$ cat config.mk
export PLATFORM = sky130hd
export DESIGN_NAME = score_display_n_flat
export DESIGN_NICKNAME = d
export VERILOG_FILES = /design/src/rtl/score_display_n_if.sv /design/src/rtl/score_display_n.sv /design/src/flat_wrapper.sv
export SDC_FILE = /design/constraint.sdc
export NUM_CORES = 1
export LEC_CHECK = 0
export CAP_MARGIN = 20
export CORE_AREA = 2 2 114 116
export DETAILED_ROUTE_END_ITERATION = 16
export DIE_AREA = 0 0 116 118
export GPL_TIMING_DRIVEN = 0
export HOLD_SLACK_MARGIN = 0.12
export PLACE_DENSITY = 0.65
export SYNTH_ARGS = -nofsm -noshare
export SYNTH_HDL_FRONTEND = slang
export SYNTH_SLANG_ARGS = --single-unit
$ cat constraint.sdc
create_clock -name clk -period 3.96 [get_ports clk]
set_clock_uncertainty 0.1 [all_clocks]
set_input_delay 0.396 -clock clk [delete_from_list [all_inputs] [get_ports clk]]
set_output_delay 0.396 -clock clk [all_outputs]
set_load 0.02 [all_outputs]
$ cat src/rtl/score_display_n_if.sv
// Signal bundle between the game logic / VGA mux and score_display_n.
interface score_display_n_if #(
   parameter int DIGITS  = 4,
   parameter int SCORE_W = 14
);
   // Handshake: new_score is a one-cycle request that needs no ready. busy is high from the
   // accepting edge until one cycle after the display register is written. Strobes seen
   // while busy are merged into one re-sample of score when the running conversion ends.
   logic               new_score;
   logic [SCORE_W-1:0] score;
   logic [9:0]         x;
   logic [9:0]         y;
   logic [7:0]         sseg;
   logic [DIGITS-1:0]  an;
   logic               score_on;
   logic               busy;
   logic [1:0]         fsm_state;

   modport master (
      output new_score, score, x, y,
      input  sseg, an, score_on, busy, fsm_state
   );

   modport slave (
      input  new_score, score, x, y,
      output sseg, an, score_on, busy, fsm_state
   );
endinterface

$ cat src/rtl/score_display_n.sv
// N-digit score display: iterative double-dabble BCD conversion, multiplexed seven-segment
// drive and 16x16 glyph rendering for the VGA overlay.
module numbers_rom (
   input  logic        clk,
   input  logic [11:0] addr,
   output logic        data
);
   // Glyphs are drawn from seven-segment geometry: addr = {digit, row, col}.
   function automatic logic [7:0] seg_code(input logic [3:0] v);
      case (v)
         4'd0:    seg_code = 8'h81;
         4'd1:    seg_code = 8'hCF;
         4'd2:    seg_code = 8'h92;
         4'd3:    seg_code = 8'h86;
         4'd4:    seg_code = 8'hCC;
         4'd5:    seg_code = 8'hA4;
         4'd6:    seg_code = 8'hA0;
         4'd7:    seg_code = 8'h8F;
         4'd8:    seg_code = 8'h80;
         4'd9:    seg_code = 8'h84;
         default: seg_code = 8'hFF;
      endcase
   endfunction

   logic [6:0] lit;
   logic [3:0] r;
   logic [3:0] c;
   logic       hbar;
   logic       left;
   logic       right;
   logic       upper;
   logic       lower;
   logic       pixel;

   always_comb begin
      lit   = ~seg_code(addr[11:8]) & 7'h7F;
      r     = addr[7:4];
      c     = addr[3:0];
      hbar  = (c >= 4'd3) && (c <= 4'd12);
      left  = (c == 4'd2) || (c == 4'd3);
      right = (c == 4'd12) || (c == 4'd13);
      upper = (r >= 4'd1) && (r <= 4'd8);
      lower = (r >= 4'd7) && (r <= 4'd14);
      // lit bit order is a,b,c,d,e,f,g from bit 6 down to bit 0
      pixel = (lit[6] && hbar && (r == 4'd1 || r == 4'd2))
            | (lit[0] && hbar && (r == 4'd7 || r == 4'd8))
            | (lit[3] && hbar && (r == 4'd13 || r == 4'd14))
            | (lit[1] && left && upper)
            | (lit[5] && right && upper)
            | (lit[2] && left && lower)
            | (lit[4] && right && lower);
   end

   always_ff @(posedge clk) begin
      data <= pixel;
   end
endmodule

module score_display_n #(
   parameter int DIGITS   = 4,
   parameter int SCORE_W  = 14,
   parameter int X0       = 336,
   parameter int Y0       = 16,
   parameter int MUX_BITS = 17,
   parameter int BLANK_LZ = 1
) (
   input logic             clk,
   input logic             reset,
   score_display_n_if.slave bus
);
   typedef enum logic [1:0] {
      IDLE  = 2'd0,
      SHIFT = 2'd1,
      LOAD  = 2'd2
   } state_t;

   function automatic longint unsigned pow10(input int n);
      longint unsigned r;
      r = 1;
      for (int i = 0; i < n; i++) r = r * 10;
      return r;
   endfunction

   function automatic logic [7:0] seg_code(input logic [3:0] v);
      case (v)
         4'd0:    seg_code = 8'h81;
         4'd1:    seg_code = 8'hCF;
         4'd2:    seg_code = 8'h92;
         4'd3:    seg_code = 8'h86;
         4'd4:    seg_code = 8'hCC;
         4'd5:    seg_code = 8'hA4;
         4'd6:    seg_code = 8'hA0;
         4'd7:    seg_code = 8'h8F;
         4'd8:    seg_code = 8'h80;
         4'd9:    seg_code = 8'h84;
         default: seg_code = 8'hFF;
      endcase
   endfunction

   // Accumulator holds every decimal digit of 2^SCORE_W-1, and at least DIGITS digits.
   localparam int ACC_D0 = (SCORE_W * 30103) / 100000 + 1;
   localparam int ACC_D  = (ACC_D0 > DIGITS) ? ACC_D0 : DIGITS;
   localparam int ACC_W  = 4 * ACC_D;
   localparam int CNT_W  = $clog2(SCORE_W + 1);
   localparam int SEL_W  = (DIGITS > 1) ? $clog2(DIGITS) : 1;
   localparam longint unsigned MAX_VAL = pow10(DIGITS) - 1;
   localparam logic [4*DIGITS-1:0] NINES = {DIGITS{4'h9}};

   state_t             state;
   state_t             state_next;
   logic [CNT_W-1:0]   cnt;
   logic [SCORE_W-1:0] sh;
   logic [SCORE_W-1:0] score_lat;
   logic [ACC_W-1:0]   acc;
   logic [ACC_W-1:0]   acc_adj;
   logic [4*DIGITS-1:0] disp;
   logic               pending;
   logic               busy_r;
   logic               sat;
   logic               load_sh;
   logic               do_shift;
   logic               do_load;
   logic               pend_set;
   logic               pend_clr;

   always_ff @(posedge clk or posedge reset) begin
      if (reset) state <= IDLE;
      else       state <= state_next;
   end

   always_comb begin
      state_next = state;
      load_sh    = 1'b0;
      do_shift   = 1'b0;
      do_load    = 1'b0;
      pend_set   = 1'b0;
      pend_clr   = 1'b0;
      case (state)
         IDLE: begin
            if (bus.new_score) begin
               load_sh    = 1'b1;
               state_next = SHIFT;
            end
         end
         SHIFT: begin
            do_shift = 1'b1;
            pend_set = bus.new_score;
            if (cnt == CNT_W'(SCORE_W - 1)) state_next = LOAD;
         end
         LOAD: begin
            do_load = 1'b1;
            // A strobe arriving during LOAD is served by the same restart as a pending one.
            if (pending || bus.new_score) begin
               load_sh    = 1'b1;
               pend_clr   = 1'b1;
               state_next = SHIFT;
            end else begin
               state_next = IDLE;
            end
         end
         default: state_next = IDLE;
      endcase
   end

   always_comb begin
      acc_adj = acc;
      for (int i = 0; i < ACC_D; i++) begin
         if (acc[4*i +: 4] >= 4'd5) acc_adj[4*i +: 4] = acc[4*i +: 4] + 4'd3;
      end
   end

   assign sat = (64'(score_lat) > MAX_VAL);

   always_ff @(posedge clk or posedge reset) begin
      if (reset) begin
         cnt       <= '0;
         sh        <= '0;
         score_lat <= '0;
         acc       <= '0;
         disp      <= '0;
         pending   <= 1'b0;
         busy_r    <= 1'b0;
      end else begin
         busy_r <= (state != IDLE) || load_sh;
         if (pend_clr)      pending <= 1'b0;
         else if (pend_set) pending <= 1'b1;
         if (load_sh) begin
            sh        <= bus.score;
            score_lat <= bus.score;
            acc       <= '0;
            cnt       <= '0;
         end else if (do_shift) begin
            acc <= {acc_adj[ACC_W-2:0], sh[SCORE_W-1]};
            sh  <= sh << 1;
            cnt <= cnt + 1'b1;
         end
         if (do_load) disp <= sat ? NINES : acc[4*DIGITS-1:0];
      end
   end

   assign bus.busy      = busy_r;
   assign bus.fsm_state = state;

   // Leading-zero blanking; digit 0 always shows.
   logic [DIGITS-1:0] blank;
   logic              zero_above;

   always_comb begin
      blank      = '0;
      zero_above = 1'b1;
      for (int i = DIGITS - 1; i >= 1; i--) begin
         zero_above = zero_above && (disp[4*i +: 4] == 4'd0);
         blank[i]   = (BLANK_LZ != 0) && zero_above;
      end
   end

   logic [MUX_BITS-1:0] mux_cnt;
   logic [SEL_W-1:0]    sel;
   logic [DIGITS-1:0]   an_next;
   logic [7:0]          sseg_next;
   logic [DIGITS-1:0]   an_r;
   logic [7:0]          sseg_r;

   always_comb begin
      sel = mux_cnt[MUX_BITS-1 -: SEL_W];
      if (DIGITS == 1) sel = '0;
      an_next   = '1;
      sseg_next = 8'hFF;
      for (int i = 0; i < DIGITS; i++) begin
         if (sel == SEL_W'(i)) begin
            an_next[i] = 1'b0;
            sseg_next  = blank[i] ? 8'hFF : seg_code(disp[4*i +: 4]);
         end
      end
   end

   always_ff @(posedge clk or posedge reset) begin
      if (reset) begin
         mux_cnt <= '0;
         an_r    <= '1;
         sseg_r  <= 8'hFF;
      end else begin
         mux_cnt <= mux_cnt + 1'b1;
         an_r    <= an_next;
         sseg_r  <= sseg_next;
      end
   end

   assign bus.an   = an_r;
   assign bus.sseg = sseg_r;

   // Screen path: window/blank are delayed one stage to line up with the ROM read.
   logic [10:0] dx;
   logic [3:0]  row;
   logic        win;
   logic [3:0]  g_digit;
   logic        g_blank;
   logic [11:0] rom_addr;
   logic        rom_bit;
   logic        win_d;
   logic        blank_d;

   always_comb begin
      dx      = 11'(int'(bus.x) - X0);
      row     = 4'(int'(bus.y) - Y0);
      win     = (int'(bus.x) >= X0) && (int'(bus.x) < X0 + 16 * DIGITS) &&
                (int'(bus.y) >= Y0) && (int'(bus.y) < Y0 + 16);
      g_digit = 4'd0;
      g_blank = 1'b1;
      for (int k = 0; k < DIGITS; k++) begin
         if (dx[10:4] == 7'(k)) begin
            g_digit = disp[4*(DIGITS-1-k) +: 4];
            g_blank = blank[DIGITS-1-k];
         end
      end
      rom_addr = {g_digit, row, dx[3:0]};
   end

   numbers_rom u_rom (
      .clk  (clk),
      .addr (rom_addr),
      .data (rom_bit)
   );

   always_ff @(posedge clk or posedge reset) begin
      if (reset) begin
         win_d   <= 1'b0;
         blank_d <= 1'b1;
      end else begin
         win_d   <= win;
         blank_d <= g_blank;
      end
   end

   assign bus.score_on = rom_bit & win_d & ~blank_d;
endmodule
$ cat src/flat_wrapper.sv
// flat-port wrapper written by rule: the top's interface ports become plain ports
module score_display_n_flat 
#(
   parameter int DIGITS   = 4,
   parameter int SCORE_W  = 14,
   parameter int X0       = 336,
   parameter int Y0       = 16,
   parameter int MUX_BITS = 17,
   parameter int BLANK_LZ = 1
)
  (clk, reset, bus_new_score, bus_score, bus_x, bus_y, bus_sseg, bus_an, bus_score_on, bus_busy, bus_fsm_state);
  score_display_n_if #(.DIGITS(DIGITS), .SCORE_W(SCORE_W)) bus_i ();
  input logic clk;
  input logic reset;
  input wire logic [$bits(bus_i.new_score)-1:0] bus_new_score;
  input wire logic [$bits(bus_i.score)-1:0] bus_score;
  input wire logic [$bits(bus_i.x)-1:0] bus_x;
  input wire logic [$bits(bus_i.y)-1:0] bus_y;
  output wire logic [$bits(bus_i.sseg)-1:0] bus_sseg;
  output wire logic [$bits(bus_i.an)-1:0] bus_an;
  output wire logic [$bits(bus_i.score_on)-1:0] bus_score_on;
  output wire logic [$bits(bus_i.busy)-1:0] bus_busy;
  output wire logic [$bits(bus_i.fsm_state)-1:0] bus_fsm_state;
  assign bus_i.new_score = bus_new_score;
  assign bus_i.score = bus_score;
  assign bus_i.x = bus_x;
  assign bus_i.y = bus_y;
  assign bus_sseg = bus_i.sseg;
  assign bus_an = bus_i.an;
  assign bus_score_on = bus_i.score_on;
  assign bus_busy = bus_i.busy;
  assign bus_fsm_state = bus_i.fsm_state;
  score_display_n #(.DIGITS(DIGITS), .SCORE_W(SCORE_W), .X0(X0), .Y0(Y0), .MUX_BITS(MUX_BITS), .BLANK_LZ(BLANK_LZ)) u_core (.clk(clk), .reset(reset), .bus(bus_i));
endmodule
======== Word-level counts from Yosys, hierarchy flattened ========
Memory sizes are Yosys's and may differ from the RTL's.
Cells that the tools add are included.
cells by class
  add/sub/neg operators ................... 9
  reduce and logical (&&, ||, !) cells .... 39
  magnitude comparators ................... 16
  muxes and demuxes ....................... 44
  bitwise gates (word level) .............. 10
  equal/unequal tests ..................... 21
operators with widths
  cell                   count
  $mux 8                 7
  $mux 20                2
  $mux 4                 10
  $mux 14                2
  $eq 4x4->1 const B     6
  $ge 4x3->1 const B     6
  $logic_and 1x1->1      22
  $add 17x1->17 const B  1
  $mux 1                 17
  $add 4x2->4 const B    4
  $mux 16                1
  $eq 7x2->1 const B     2
  $gt 14x14->1 const B   1
  $eq 4x2->1 const B     3
  $le 4x4->1 const B     3
  $logic_not 4->1        3
  $sub 10x9->11 const B  1
  $ge 10x5->1 const B    1
  $ge 10x9->1 const B    1
  $lt 10x6->1 const B    1
  $lt 10x9->1 const B    1
  $eq 7x1->1 const B     1
  $logic_not 7->1        1
  $logic_or 1x1->1       7
  other kinds (22)       35
word-level totals
  logic and storage cells ................. 158
  output and inout bits ................... 16
  memories ................................ 5
  bits in read-only memories .............. 560
  bits in registers ....................... 104
memory list
  name              words  width  read ports  clocked after memory_dff  wr ports  line                   source
  (name not given)  16     7      1           0                         0         score_display_n.sv:85  case (v)
  (name not given)  16     7      1           0                         0         score_display_n.sv:85
  (name not given)  16     7      1           0                         0         score_display_n.sv:85
  (name not given)  16     7      1           0                         0         score_display_n.sv:85
  (name not given)  16     7      1           0                         0         score_display_n.sv:10  case (v)

======== Depth between registers and ports, before layout ========
An unclocked memory read counts as a cell.
  depth in word-level cells ............... 16
  gate-level depth with buffers ........... 12
  gate-level depth less buffers ........... 11

======== Modules after synthesis ========
Synthesis repeated with hierarchy kept, for this count alone.
second synthesis, totals
  cell total of the unflattened synthesis .. 565
  area, all modules ....................... 5382.7 um^2
modules (own cells, without submodules)
  module           times used  sequential area each (um^2)  area each (um^2)  cells an instance
  score_display_n  1           2367.3                       5058.6            518
  numbers_rom      1           20.0                         324.1             47

======== Least setup slack after synthesis ========
No wires, ideal clock.
  path kind ............................... input to register
  start point ............................. input bus_x[4]
  end point ............................... register u_core.u_rom.data
  setup slack ............................. 1.176 ns
  path buffers ............................ 0
  required time ........................... 3.724 ns
  stages on the path ...................... 11
  arrival time ............................ 2.549 ns
  cell sequence ........................... or4b_4 o22ai_1 a2bb2oi_1 inv_1 ha_1 inv_1 a31oi_1 o2bb2ai_1 and2_1 o311ai_1 nand4_1
on the way
  longest elaborated chain between the ends .. 16
  elaborated cells on any way between the ends .. 31
  those cells by class .................... add/sub (1); eq/ne (3); mux (4); bitwise (7); reduce/logical (15); memory (1)
ends and longest elaborated chain
  what                                                line                                          source
  from (decl)                                         flat_wrapper.sv:17                            input wire logic [$bits(bus_i.x)-1:0] bus_x;
  $sub 10x9->11 *                                     score_display_n.sv:264                        dx = 11'(int'(bus.x) - X0);
  $logic_not 7->1                                     score_display_n.sv:271                        if (dx[10:4] == 7'(k)) begin
  $mux 4 (3 in series)                                score_display_n.sv:271
  $mux 4 *                                            score_display_n.sv:271
  $mem_v2 16x7 *                                      n/a
  $not 7->7 *                                         score_display_n.sv:36                         lit = ~seg_code(addr[11:8]) & 7'h7F;
  $logic_and 1x1->1 (on tied branches) (2 in series)  score_display_n.sv:45, score_display_n.sv:46
  $or 1x1->1                                          score_display_n.sv:46                         | (lit[0] && hbar && (r == 4'd7 || r == 4'd8))
  $or 1x1->1                                          score_display_n.sv:47                         | (lit[3] && hbar && (r == 4'd13 || r == 4'd14))
  $or 1x1->1                                          score_display_n.sv:48                         | (lit[1] && left && upper)
  $or 1x1->1                                          score_display_n.sv:49                         | (lit[5] && right && upper)
  $or 1x1->1                                          score_display_n.sv:50                         | (lit[2] && left && lower)
  $or 1x1->1 *                                        score_display_n.sv:51                         | (lit[4] && right && lower);
  net u_core.u_rom.pixel                              score_display_n.sv:33                         logic pixel;
  to (signal assigned)                                score_display_n.sv:55                         data <= pixel;
  to (decl)                                           score_display_n.sv:6                          output logic data
The timed path passes the listed nets; every way through them passes the cells marked *.
A chain may end at the register's enable or synchronous reset.

======== Worst setup path after layout ========
  start point ............................. input bus_x[5]
  end point ............................... register u_core.u_rom.data
Same word-level chain as after synthesis.

==> impl_metrics.env <==
export IMPL_die_w_um=116
export IMPL_met2_length_um=5850
export IMPL_cts_repair_resized=0
export IMPL_worstSetupStartpoint="bus_x[5]"
export IMPL_cp_arrival_ns=3.47
export IMPL_wl_um=12700
export IMPL_place_congestion=0.907
export IMPL_crit_chain="clkdlybuf4s50_1 -> or4b_4 -> o22ai_1 -> a2bb2oi_1 -> inv_1 -> ha_1 -> inv_1 -> a31oi_1 -> o2bb2ai_1 -> and2_1 -> o311ai_1 -> nand4_1"
export IMPL_cp_max_fo=9
export IMPL_fin_nets=744
export IMPL_synthArstFlopShare=0.989
export IMPL_timing_final_crit_share=0.846
export IMPL_highest_layer="met4"
export IMPL_crit_slowest_cell="or4b_4"
export IMPL_syn_avg_cell_area_um2=8.99
export IMPL_rsz0062_at_grt="false"
export IMPL_first_pass_iters=5
export IMPL_p_leak_nw=2.85
export IMPL_setup_slack_ns=0.608
export IMPL_drc=0
export IMPL_clk_insertion_delay_late_ns=0.35
export IMPL_grt_pass1_vias=4266
export IMPL_ios=53
export IMPL_crit_buf_inv=3
export IMPL_wl_met1_um=6140
export IMPL_seq_area_um2=2390
export IMPL_ys_ff_latch=95
export IMPL_core_area_um2=12400
export IMPL_cts_buffer_depth=2
export IMPL_p_total_mw=4.45
export IMPL_hold_violations=0
export IMPL_drtIter0Drc=283
export IMPL_placementRows=41
export IMPL_place_hpwl_um=9300
export IMPL_max_slew_margin_rel=0.488
export IMPL_r2r_cells=10
export IMPL_htree_levels=3
export IMPL_postCtsSetupBuffers=0
export IMPL_cpPeakStageDelay_ns=0.61
export IMPL_synth_cell_type_count=68
export IMPL_root_buffer="clkbuf_16"
export IMPL_syn_to_final_growth_pct=18.8
export IMPL_reg2reg_from="u_core.disp[13]$_DFFE_PP0N_"
export IMPL_status="finished clean"
export IMPL_port_buffers=47
export IMPL_syn_inst=612
export IMPL_max_freq_mhz=298
export IMPL_synth_edff_count=0
export IMPL_syn_nets=685
export IMPL_grt_max_degree=65
export IMPL_clock_sinks=95
export IMPL_avgViaCountPerCell=5.29
export IMPL_cts_hold_buf=0
export IMPL_cp_common_cell="inv_1"
export IMPL_whs_ns=0.288
export IMPL_tightest_slew_ns=0.749
export IMPL_die_h_um=118
export IMPL_die_area_um2=13700
export IMPL_start_kind="input port"
export IMPL_nFillCells=1173
export IMPL_grt_first_pass_wirelength_um=20600
export IMPL_multi_input_area_um2=2880
export IMPL_post_synth_top_count_cell="nand2_1"
export IMPL_slew_viol_final=0
export IMPL_cts_tree="done"
export IMPL_ir_worst_vdd_uv=413
export IMPL_setup_violations=0
export IMPL_drv_cap=0
export IMPL_synth_area_leader_cell="dfrtp_1"
export IMPL_drive_gt1_frac=0.0592
export IMPL_fin_util=0.527
export IMPL_vias=4486
export IMPL_grt_overflow=0
export IMPL_synth_common_cells="85 x nand2_1, 82 x dfrtp_1, 46 x nor2_1, 45 x o21ai_0, 43 x a21oi_1"
export IMPL_timing_rr_end="u_core.u_rom.data$_DFF_P_"
export IMPL_ys_seq_area_frac=0.434
export IMPL_numCtsBuffers=9
export IMPL_clk_pin_slew_ns=0.07
export IMPL_wl_met3_um=524
export IMPL_place_ws_ns=0.278
export IMPL_detail_route_wl_per_cell_um=15.0
export IMPL_diodes=0
export IMPL_grt_use_total=0.189
export IMPL_cp_depth=12
export IMPL_end_kind="flop"
export IMPL_power_density_nw_per_um2=681
export IMPL_reg2reg_setup_slack_ns=1.15
export IMPL_synth_cell_area_um2=5500
export IMPL_period_minus_slack_ns=3.35
export IMPL_initial_core_util=0.443
export IMPL_worstHoldPathType="in2async"
export IMPL_yosysTopAreaCellShare=0.373
export IMPL_synthTopCellsByArea="dfrtp_1 37%, ha_1 8.2%, nand2_1 5.8%"
export IMPL_endpoint="u_core.u_rom.data$_DFF_P_"
export IMPL_crit_family="compound AO/OA/AOI/OAI gates"
export IMPL_ys_flop_type="dfrtp_1"
export IMPL_critical_path_class="in2reg"
export IMPL_ys_warn_count=0
export IMPL_required_ns=4.08
export IMPL_antenna_found_initial=0
export IMPL_ant_nets=0
final cells by class:
type	instances	share of cell area
tap	172	0.0329
buffer	31	0.0184
multi-input combinational	454	0.440
clock inverter	7	0.0147
timing repair buffer	48	0.0761
sequential	95	0.365
clock buffer	9	0.0344
inverter	32	0.0187
cell usage in the layout (no fill, tap or decap), types with 3 or more instances in the layout:
| cell type | n |
|---|---|
| nand2b_1 | 13 |
| o21ai_1 | 5 |
| nor4_1 | 3 |
| nand2_1 | 85 |
| clkbuf_1 | 27 |
| nor3_1 | 9 |
| a22oi_1 | 4 |
| dfrtp_1 | 82 |
| nand3_1 | 25 |
| a31oi_1 | 3 |
| nand4_1 | 4 |
| inv_1 | 31 |
| buf_1 | 3 |
| and3_1 | 6 |
| clkbuf_16 | 9 |
| a22o_1 | 5 |
| a32o_1 | 4 |
| o22a_1 | 4 |
| o31ai_1 | 8 |
| nor2b_1 | 7 |
| ha_1 | 36 |
| o21ai_0 | 45 |
| a21oi_1 | 43 |
| clkdlybuf4s50_1 | 47 |
| xor2_1 | 11 |
| o22ai_1 | 7 |
| a21o_1 | 3 |
| xnor2_1 | 20 |
| mux2i_1 | 9 |
| nor2_1 | 46 |
| and2_1 | 3 |
| clkinvlp_4 | 3 |
| dfstp_2 | 12 |
power by group:
| group | internal, mW | switching (mW) |
|---|---|---|
| Clock | 0.554 | 0.395 |
| Sequential | 1.30 | 0.278 |
| Combinational | 0.796 | 1.13 |
through the flow:
step | cell area (µm²) | setup TNS, ns | std cells
after floorplan | 5500 | 0 | 612
after global placement | 6190 | -27.11 | 831
after detailed placement | 6220 | 0 | 832
after CTS | 6540 | 0 | 848
after global routing | 6540 | 0 | 848
final | 6540 | 0 | 848
logic make-up after synthesis:
| family | share of synthesized area |
|---|---|
| simple gates | 0.193 |
| compound gates | 0.182 |
| flops | 0.434 |
| buf+inv | 0.0436 |
| fa+ha+maj | 0.0818 |
| xor+xnor | 0.0493 |
| mux | 0.0164 |
| other cells | 0.000681 |
worst register-to-register path, delay by kind of cell, from the launching register on:
family	cells	cell delay, ns
AO/OA/AOI/OAI	5	1.41
flip-flops	1	0.46
AND/OR/NAND/NOR	2	0.27
adder cells (fa/ha/maj)	1	0.17
buffers and inverters	2	0.25
sequential cells by signal, summed over array words and instances, names as in the netlist, 2 cells and up:
register	flops
u_core.acc	16
u_core.bus.an	4
u_core.disp	16
u_core.cnt	4
u_core.score_lat	10
u_core.bus.fsm_state	2
u_core.mux_cnt	17
u_core.sh	14
u_core.bus.sseg	7
routing by layer:
metal	up-vias	global-route usage
li1	2250	-
met1	2111	0.262
met2	111	0.300
met3	14	0.0299
met4	0	0.0655
met5	-	0
how the worst min path moves through the flow:
stage	from	to	slack, ns	depth (start not counted)
5_1_grt	reset	u_core.mux_cnt[11]$_DFF_PP0_	0.35	2
3_3_place_gp	u_core.mux_cnt[8]$_DFF_PP0_	u_core.mux_cnt[8]$_DFF_PP0_	0.35	1
4_1_cts	reset	u_core.mux_cnt[3]$_DFF_PP0_	0.30	2
3_5_place_dp	u_core.mux_cnt[10]$_DFF_PP0_	u_core.mux_cnt[10]$_DFF_PP0_	0.36	1
6_report	reset	u_core.mux_cnt[4]$_DFF_PP0_	0.29	2
2_1_floorplan	u_core.mux_cnt[10]$_DFF_PP0_	u_core.mux_cnt[10]$_DFF_PP0_	0.33	1
Note: power is estimated with default switching activity, not from simulation.
